`config.mk`:
```
export PLATFORM = sky130hd
export DESIGN_NAME = washer_fsm_flat
export DESIGN_NICKNAME = d
export VERILOG_FILES = /design/src/rtl/washer_fsm_pkg.sv /design/src/rtl/washer_fsm_if.sv /design/src/rtl/washer_fsm.sv /design/src/flat_wrapper.sv
export SDC_FILE = /design/constraint.sdc
export NUM_CORES = 1
export LEC_CHECK = 0
export CAP_MARGIN = 15
export CORE_AREA = 5 5 42 44
export DETAILED_ROUTE_END_ITERATION = 6
export DIE_AREA = 0 0 47 49
export SLEW_MARGIN = 0
export SYNTH_ARGS = -nofsm -noshare
export SYNTH_HDL_FRONTEND = slang
export SYNTH_SLANG_ARGS = --single-unit
```
`constraint.sdc`:
```
create_clock -name clk -period 1.6 [get_ports clk]
set_input_delay 0.48 -clock clk [delete_from_list [all_inputs] [get_ports clk]]
set_output_delay 0.48 -clock clk [all_outputs]
set_load 0.05 [all_outputs]
```
`src/rtl/washer_fsm_pkg.sv`:
```
// washer_fsm_pkg
// Shared definitions for the washing-machine cycle controller.
//   state_e    : 3-bit state encoding, IDLE=0 then FILL1..SPIN in sequence order
//   SPEED_LOW  : motor speed select for wash/rinse agitation
//   SPEED_HIGH : motor speed select for spin
package washer_fsm_pkg;

  typedef enum logic [2:0] {
    IDLE   = 3'd0,
    FILL1  = 3'd1,
    WASH   = 3'd2,
    DRAIN1 = 3'd3,
    FILL2  = 3'd4,
    RINSE  = 3'd5,
    DRAIN2 = 3'd6,
    SPIN   = 3'd7
  } state_e;

  localparam logic SPEED_LOW  = 1'b0;
  localparam logic SPEED_HIGH = 1'b1;

endpackage

```
`src/rtl/washer_fsm_if.sv`:
```
// washer_fsm_if
// Bundle of front-panel/timer inputs and actuator outputs of the washer
// controller.
//   master : the panel/timer side; drives Door, Start, Tf, Tw, Td, Tr, Ts
//            and observes the actuator outputs.
//   slave  : the controller; consumes the inputs and drives Water,
//            Agitator, Motor, Speed, Pump and the timer restart R.
interface washer_fsm_if;
  logic Door;
  logic Start;
  logic Tf;
  logic Tw;
  logic Td;
  logic Tr;
  logic Ts;
  logic Water;
  logic Agitator;
  logic Motor;
  logic Speed;
  logic Pump;
  logic R;

  modport master (
    output Door, Start, Tf, Tw, Td, Tr, Ts,
    input  Water, Agitator, Motor, Speed, Pump, R
  );

  modport slave (
    input  Door, Start, Tf, Tw, Td, Tr, Ts,
    output Water, Agitator, Motor, Speed, Pump, R
  );
endinterface

```
`src/rtl/washer_fsm.sv`:
```
// washer_fsm
// Moore state machine sequencing a wash cycle:
//   IDLE -> FILL1 -> WASH -> DRAIN1 -> FILL2 -> RINSE -> DRAIN2 -> SPIN -> IDLE
// Ports:
//   clk   : system clock, rising edge
//   reset : synchronous, active-low; forces IDLE and clears R
//   bus   : washer_fsm_if.slave; phase-done inputs, door/start and the
//           actuator outputs plus the one-cycle phase-timer restart R
module washer_fsm
  import washer_fsm_pkg::*;
(
  input  logic          clk,
  input  logic          reset,
  washer_fsm_if.slave   bus
);

  localparam logic [2:0] S_IDLE   = 3'(IDLE);
  localparam logic [2:0] S_FILL1  = 3'(FILL1);
  localparam logic [2:0] S_WASH   = 3'(WASH);
  localparam logic [2:0] S_DRAIN1 = 3'(DRAIN1);
  localparam logic [2:0] S_FILL2  = 3'(FILL2);
  localparam logic [2:0] S_RINSE  = 3'(RINSE);
  localparam logic [2:0] S_DRAIN2 = 3'(DRAIN2);
  localparam logic [2:0] S_SPIN   = 3'(SPIN);

  logic [2:0] state_reg;
  logic [2:0] state_next;
  logic       r_reg;

  logic water;
  logic agitator;
  logic motor;
  logic speed;
  logic pump;

  // State register. R flags that the edge just taken changed the state;
  // the reset path clears it so reset itself never restarts the timer.
  always_ff @(posedge clk) begin
    if (!reset) begin
      state_reg <= S_IDLE;
      r_reg     <= 1'b0;
    end else begin
      state_reg <= state_next;
      r_reg     <= (state_next != state_reg);
    end
  end

  // Next state: each state listens only to its own completion input.
  always_comb begin
    state_next = state_reg;
    case (state_reg)
      S_IDLE:   if (bus.Start && !bus.Door) state_next = S_FILL1;
      S_FILL1:  if (bus.Tf)                 state_next = S_WASH;
      S_WASH:   if (bus.Tw)                 state_next = S_DRAIN1;
      S_DRAIN1: if (bus.Td)                 state_next = S_FILL2;
      S_FILL2:  if (bus.Tf)                 state_next = S_RINSE;
      S_RINSE:  if (bus.Tr)                 state_next = S_DRAIN2;
      S_DRAIN2: if (bus.Td)                 state_next = S_SPIN;
      S_SPIN:   if (bus.Ts && !bus.Door)    state_next = S_IDLE;
      default:                              state_next = S_IDLE;
    endcase
  end

  // Output decode. In SPIN the drum stops combinationally with an open
  // door so it halts in the same cycle; the pump keeps draining.
  always_comb begin
    water    = 1'b0;
    agitator = 1'b0;
    motor    = 1'b0;
    speed    = SPEED_LOW;
    pump     = 1'b0;
    case (state_reg)
      S_FILL1, S_FILL2: water = 1'b1;
      S_WASH, S_RINSE: begin
        agitator = 1'b1;
        motor    = 1'b1;
        speed    = SPEED_LOW;
      end
      S_DRAIN1, S_DRAIN2: pump = 1'b1;
      S_SPIN: begin
        pump  = 1'b1;
        motor = !bus.Door;
        speed = bus.Door ? SPEED_LOW : SPEED_HIGH;
      end
      default: ;
    endcase
  end

  assign bus.Water    = water;
  assign bus.Agitator = agitator;
  assign bus.Motor    = motor;
  assign bus.Speed    = speed;
  assign bus.Pump     = pump;
  assign bus.R        = r_reg;

endmodule

```
`src/flat_wrapper.sv`:
```
// flat-port wrapper written by rule: the top's interface ports become plain ports
module washer_fsm_flat import washer_fsm_pkg::*;
  (clk, reset, bus_Door, bus_Start, bus_Tf, bus_Tw, bus_Td, bus_Tr, bus_Ts, bus_Water, bus_Agitator, bus_Motor, bus_Speed, bus_Pump, bus_R);
  washer_fsm_if bus_i ();
  input  logic clk;
  input  logic reset;
  input wire logic [$bits(bus_i.Door)-1:0] bus_Door;
  input wire logic [$bits(bus_i.Start)-1:0] bus_Start;
  input wire logic [$bits(bus_i.Tf)-1:0] bus_Tf;
  input wire logic [$bits(bus_i.Tw)-1:0] bus_Tw;
  input wire logic [$bits(bus_i.Td)-1:0] bus_Td;
  input wire logic [$bits(bus_i.Tr)-1:0] bus_Tr;
  input wire logic [$bits(bus_i.Ts)-1:0] bus_Ts;
  output wire logic [$bits(bus_i.Water)-1:0] bus_Water;
  output wire logic [$bits(bus_i.Agitator)-1:0] bus_Agitator;
  output wire logic [$bits(bus_i.Motor)-1:0] bus_Motor;
  output wire logic [$bits(bus_i.Speed)-1:0] bus_Speed;
  output wire logic [$bits(bus_i.Pump)-1:0] bus_Pump;
  output wire logic [$bits(bus_i.R)-1:0] bus_R;
  assign bus_i.Door = bus_Door;
  assign bus_i.Start = bus_Start;
  assign bus_i.Tf = bus_Tf;
  assign bus_i.Tw = bus_Tw;
  assign bus_i.Td = bus_Td;
  assign bus_i.Tr = bus_Tr;
  assign bus_i.Ts = bus_Ts;
  assign bus_Water = bus_i.Water;
  assign bus_Agitator = bus_i.Agitator;
  assign bus_Motor = bus_i.Motor;
  assign bus_Speed = bus_i.Speed;
  assign bus_Pump = bus_i.Pump;
  assign bus_R = bus_i.R;
  washer_fsm u_core (.clk(clk), .reset(reset), .bus(bus_i));
endmodule
```
==> impl_metrics.tcl <==
set metrics [dict create \
    viasPerCell 4.65 \
    yosys.area.top_type "dfxtp_1" \
    synth.ff_latch_count 4 \
    drv_cap 0 \
    synthArstFlopShare_pct 0 \
    status "completed" \
    place_congestion 0.766 \
    num_io_pins 15 \
    yosysTopAreaCellShare_pct 26.9 \
    finalSetupViolations 0 \
    combPwrFrac_pct 37.0 \
    seq_power_share_pct 30.2 \
    grt_start_max_net_pins 10 \
    crit_path_start_kind "flip-flop" \
    wl_met3_um 58 \
    mappedNetlistArea_um2 298 \
    grt_pass1_vias 297 \
    skew_ns 0.00358 \
    hold_buffers 0 \
    overflow 0 \
    synth_common_cells "dfxtp_1, nand2_1, nor2_1" \
    num_rows 14 \
    whs_path_depth 1 \
    cts_made_buffers 3 \
    switching_share_pct 32.3 \
    synth-simple-area-share_pct 29.8 \
    htree_levels 1 \
    wl_met1_um 317 \
    worst_pin_slew_ns 0.265 \
    diodes 0 \
    areaGrowthSynthToFinish_pct 108 \
    dr.pass1.iters 2 \
    die_w_um 47 \
    synth_seq_area_share_pct 26.9 \
    dp_hpwl_um 584 \
    critPathCaptureType "output pin" \
    synth_mux_area_share_pct 11.3 \
    p_int_w 0.000271 \
    clk_latency_ns 0.25 \
    cts_root_buffer "clkbuf_4" \
    p_clk_share_pct 32.8 \
    avgSynthCellArea_um2 8.27 \
    cts_tree "yes" \
    io_buffers 14 \
    ys.warnings.count 0 \
    cp_data_required_time_ns 1.12 \
    timing.fmax_mhz 631 \
    power.switching_w 0.000130 \
    antenna_left 0 \
    die_area_um2 2300 \
    period_minus_slack_ns 1.58 \
    layout.nets 66 \
    dpl_cell_area_um2 532 \
    clk_pin_slew_ns 0.04 \
    top_layer "met4" \
    p_leak_nw 0.259 \
    dpl.cell_count 65 \
    start_util_pct 21.3 \
    cts.path.max_buffers 2 \
    grtUsageTotal_pct 6.91 \
    wl_um 802 \
    hold_start "u_core.state_reg[0]" \
    yosys.cell_types.count 23 \
    r2r-end "u_core.bus.R" \
    synth-edff-count 0 \
    cts.sinks 4 \
    syn_inst 36 \
    rr_startpoint "u_core.state_reg[2]" \
    antenna_found_initial 0 \
    setup_tns_ns 0 \
    grt_pass1_wl_um 1110 \
    r2r.worst_path.cells 3 \
    hold_class "reg2reg" \
    final_hold_viol_count 0 \
    drt_iter0_drc 7 \
    vias 330 \
    final_layout_size_suffix_gt1_share_pct 54.5 \
    syn_nets 45 \
    reg2reg_slack_ns 0.27 \
    synthFlopType "dfxtp_1" \
    layout.cells.non_filler 71 \
    synth-compound-area-share_pct 18.5 \
    core_um2 1400 \
    synth_adder_area_share_pct 0 \
    peakVddDrop_mv 0.280 \
    met2WireLength_um 385 \
    largest_reg_flops 3 \
    drc 0 \
    slew_headroom_pct 82.1 \
    hold_path_end "u_core.bus.R" \
    yosys-top-cells-area "dfxtp_1, mux4_2, nand2_1" \
    fill_cells 144 \
    synthXorXnorAreaFrac_pct 2.94 \
    die_y_um 49 \
    power_density_nw_per_um2 648 \
    design_area_um2 618 \
    crit_type "reg2out" \
    synth_top_family_by_area "simple AND/OR/NAND/NOR gates" \
    wl_per_cell_um 11.3 \
    rsz0062_at_grt "yes" \
    drv_slew 0 \
    cp_max_fo 7 \
    timing.final.crit_share_pct 99.0 \
    cp_data_arrival_time_ns 1.10 \
]
-- layout by cell type (no fill, tap or decap), drive strengths merged --
cell	n
buf	12
clkdlybuf4s50	7
dfxtp	4
nand2	4
nor2	4
clkbuf	3
inv	2
nor3	2
o21ai	2
nor2b	2
nand2b	1
nand3	1
xnor2	1
and3b	1
and2b	1
mux2	1
a32o	1
a31oi	1
nor4b	1
mux4	1
o32a	1
o211a	1
o2bb2ai	1
-- power groups by stage --
stage	logic (W)	registers (W)	clock network [W]
after global placement	0.000133	0.000121	0
final	0.000148	0.000121	0.000131
after detailed placement	0.000134	0.000122	0
after global routing	0.000156	0.000123	0.000135
after floorplan	0.0000667	0.000119	0
after CTS	0.000134	0.000120	0.000132
-- routing by layer --
| layer | vias to the layer above | GRT usage [%] |
|---|---|---|
| met3 | 5 | 1.11 |
| met2 | 14 | 10.6 |
| met5 | - | 0 |
| li1 | 167 | - |
| met1 | 144 | 6.61 |
| met4 | 0 | 8.29 |
-- per-stage QoR --
stage          power, W  hold WS, ns  setup WS, ns  utilization (%)
3_3_place_gp   0.000254        0.643        -0.316             37.9
4_1_cts        0.000386        0.582       -0.0232             40.2
2_1_floorplan  0.000186        0.613        0.0613                -
3_5_place_dp   0.000255        0.653        -0.330             37.9
6_report       0.000401        0.612        0.0159             44.1
5_1_grt        0.000414        0.635       -0.0141             44.1
-- cells by family after synthesis --
logic type                Yosys count
and+or+nand+nor                    17
AOI/OAI and AO/OA                   7
buffers and inverters               5
DFF                                 4
muxes                               2
xor gates and xnor gates            1
-- how the worst max path moves through the flow --
stage	startpoint	to	slack (ns)	depth (start not counted)
2_1_floorplan	u_core.state_reg[1]	bus_Agitator	0.06	3
3_3_place_gp	bus_Door	bus_Speed	-0.32	4
3_5_place_dp	bus_Door	bus_Speed	-0.33	4
4_1_cts	u_core.state_reg[1]	bus_Agitator	-0.02	3
5_1_grt	u_core.state_reg[0]	bus_Speed	-0.01	3
6_report	u_core.state_reg[0]	bus_Speed	0.02	3
-- worst max-delay path, cell delays in order (launching register included) --
cell     delay [ns]
dfxtp_4        0.41
nand2_4        0.07
nor3_4         0.21
buf_12         0.16
-- final cells by class --
class                   count  area, um2  share of cell area (%)
well taps                  16       20.0                    3.24
flip-flops and latches      4       91.3                    14.8
clock buffers               3       22.5                    3.64
multi-input cells          27        241                    39.1
repair buffers             19        233                    37.7
inverters                   2       10.0                    1.62
-- timing repair --
item                                    4_1_cts  5_1_grt
resized for setup                            11        8
setup buffers                                 0        3
endpoints found under the setup margin        7        3
pin swaps                                     1        3
(Power assumes the default switching activity.)
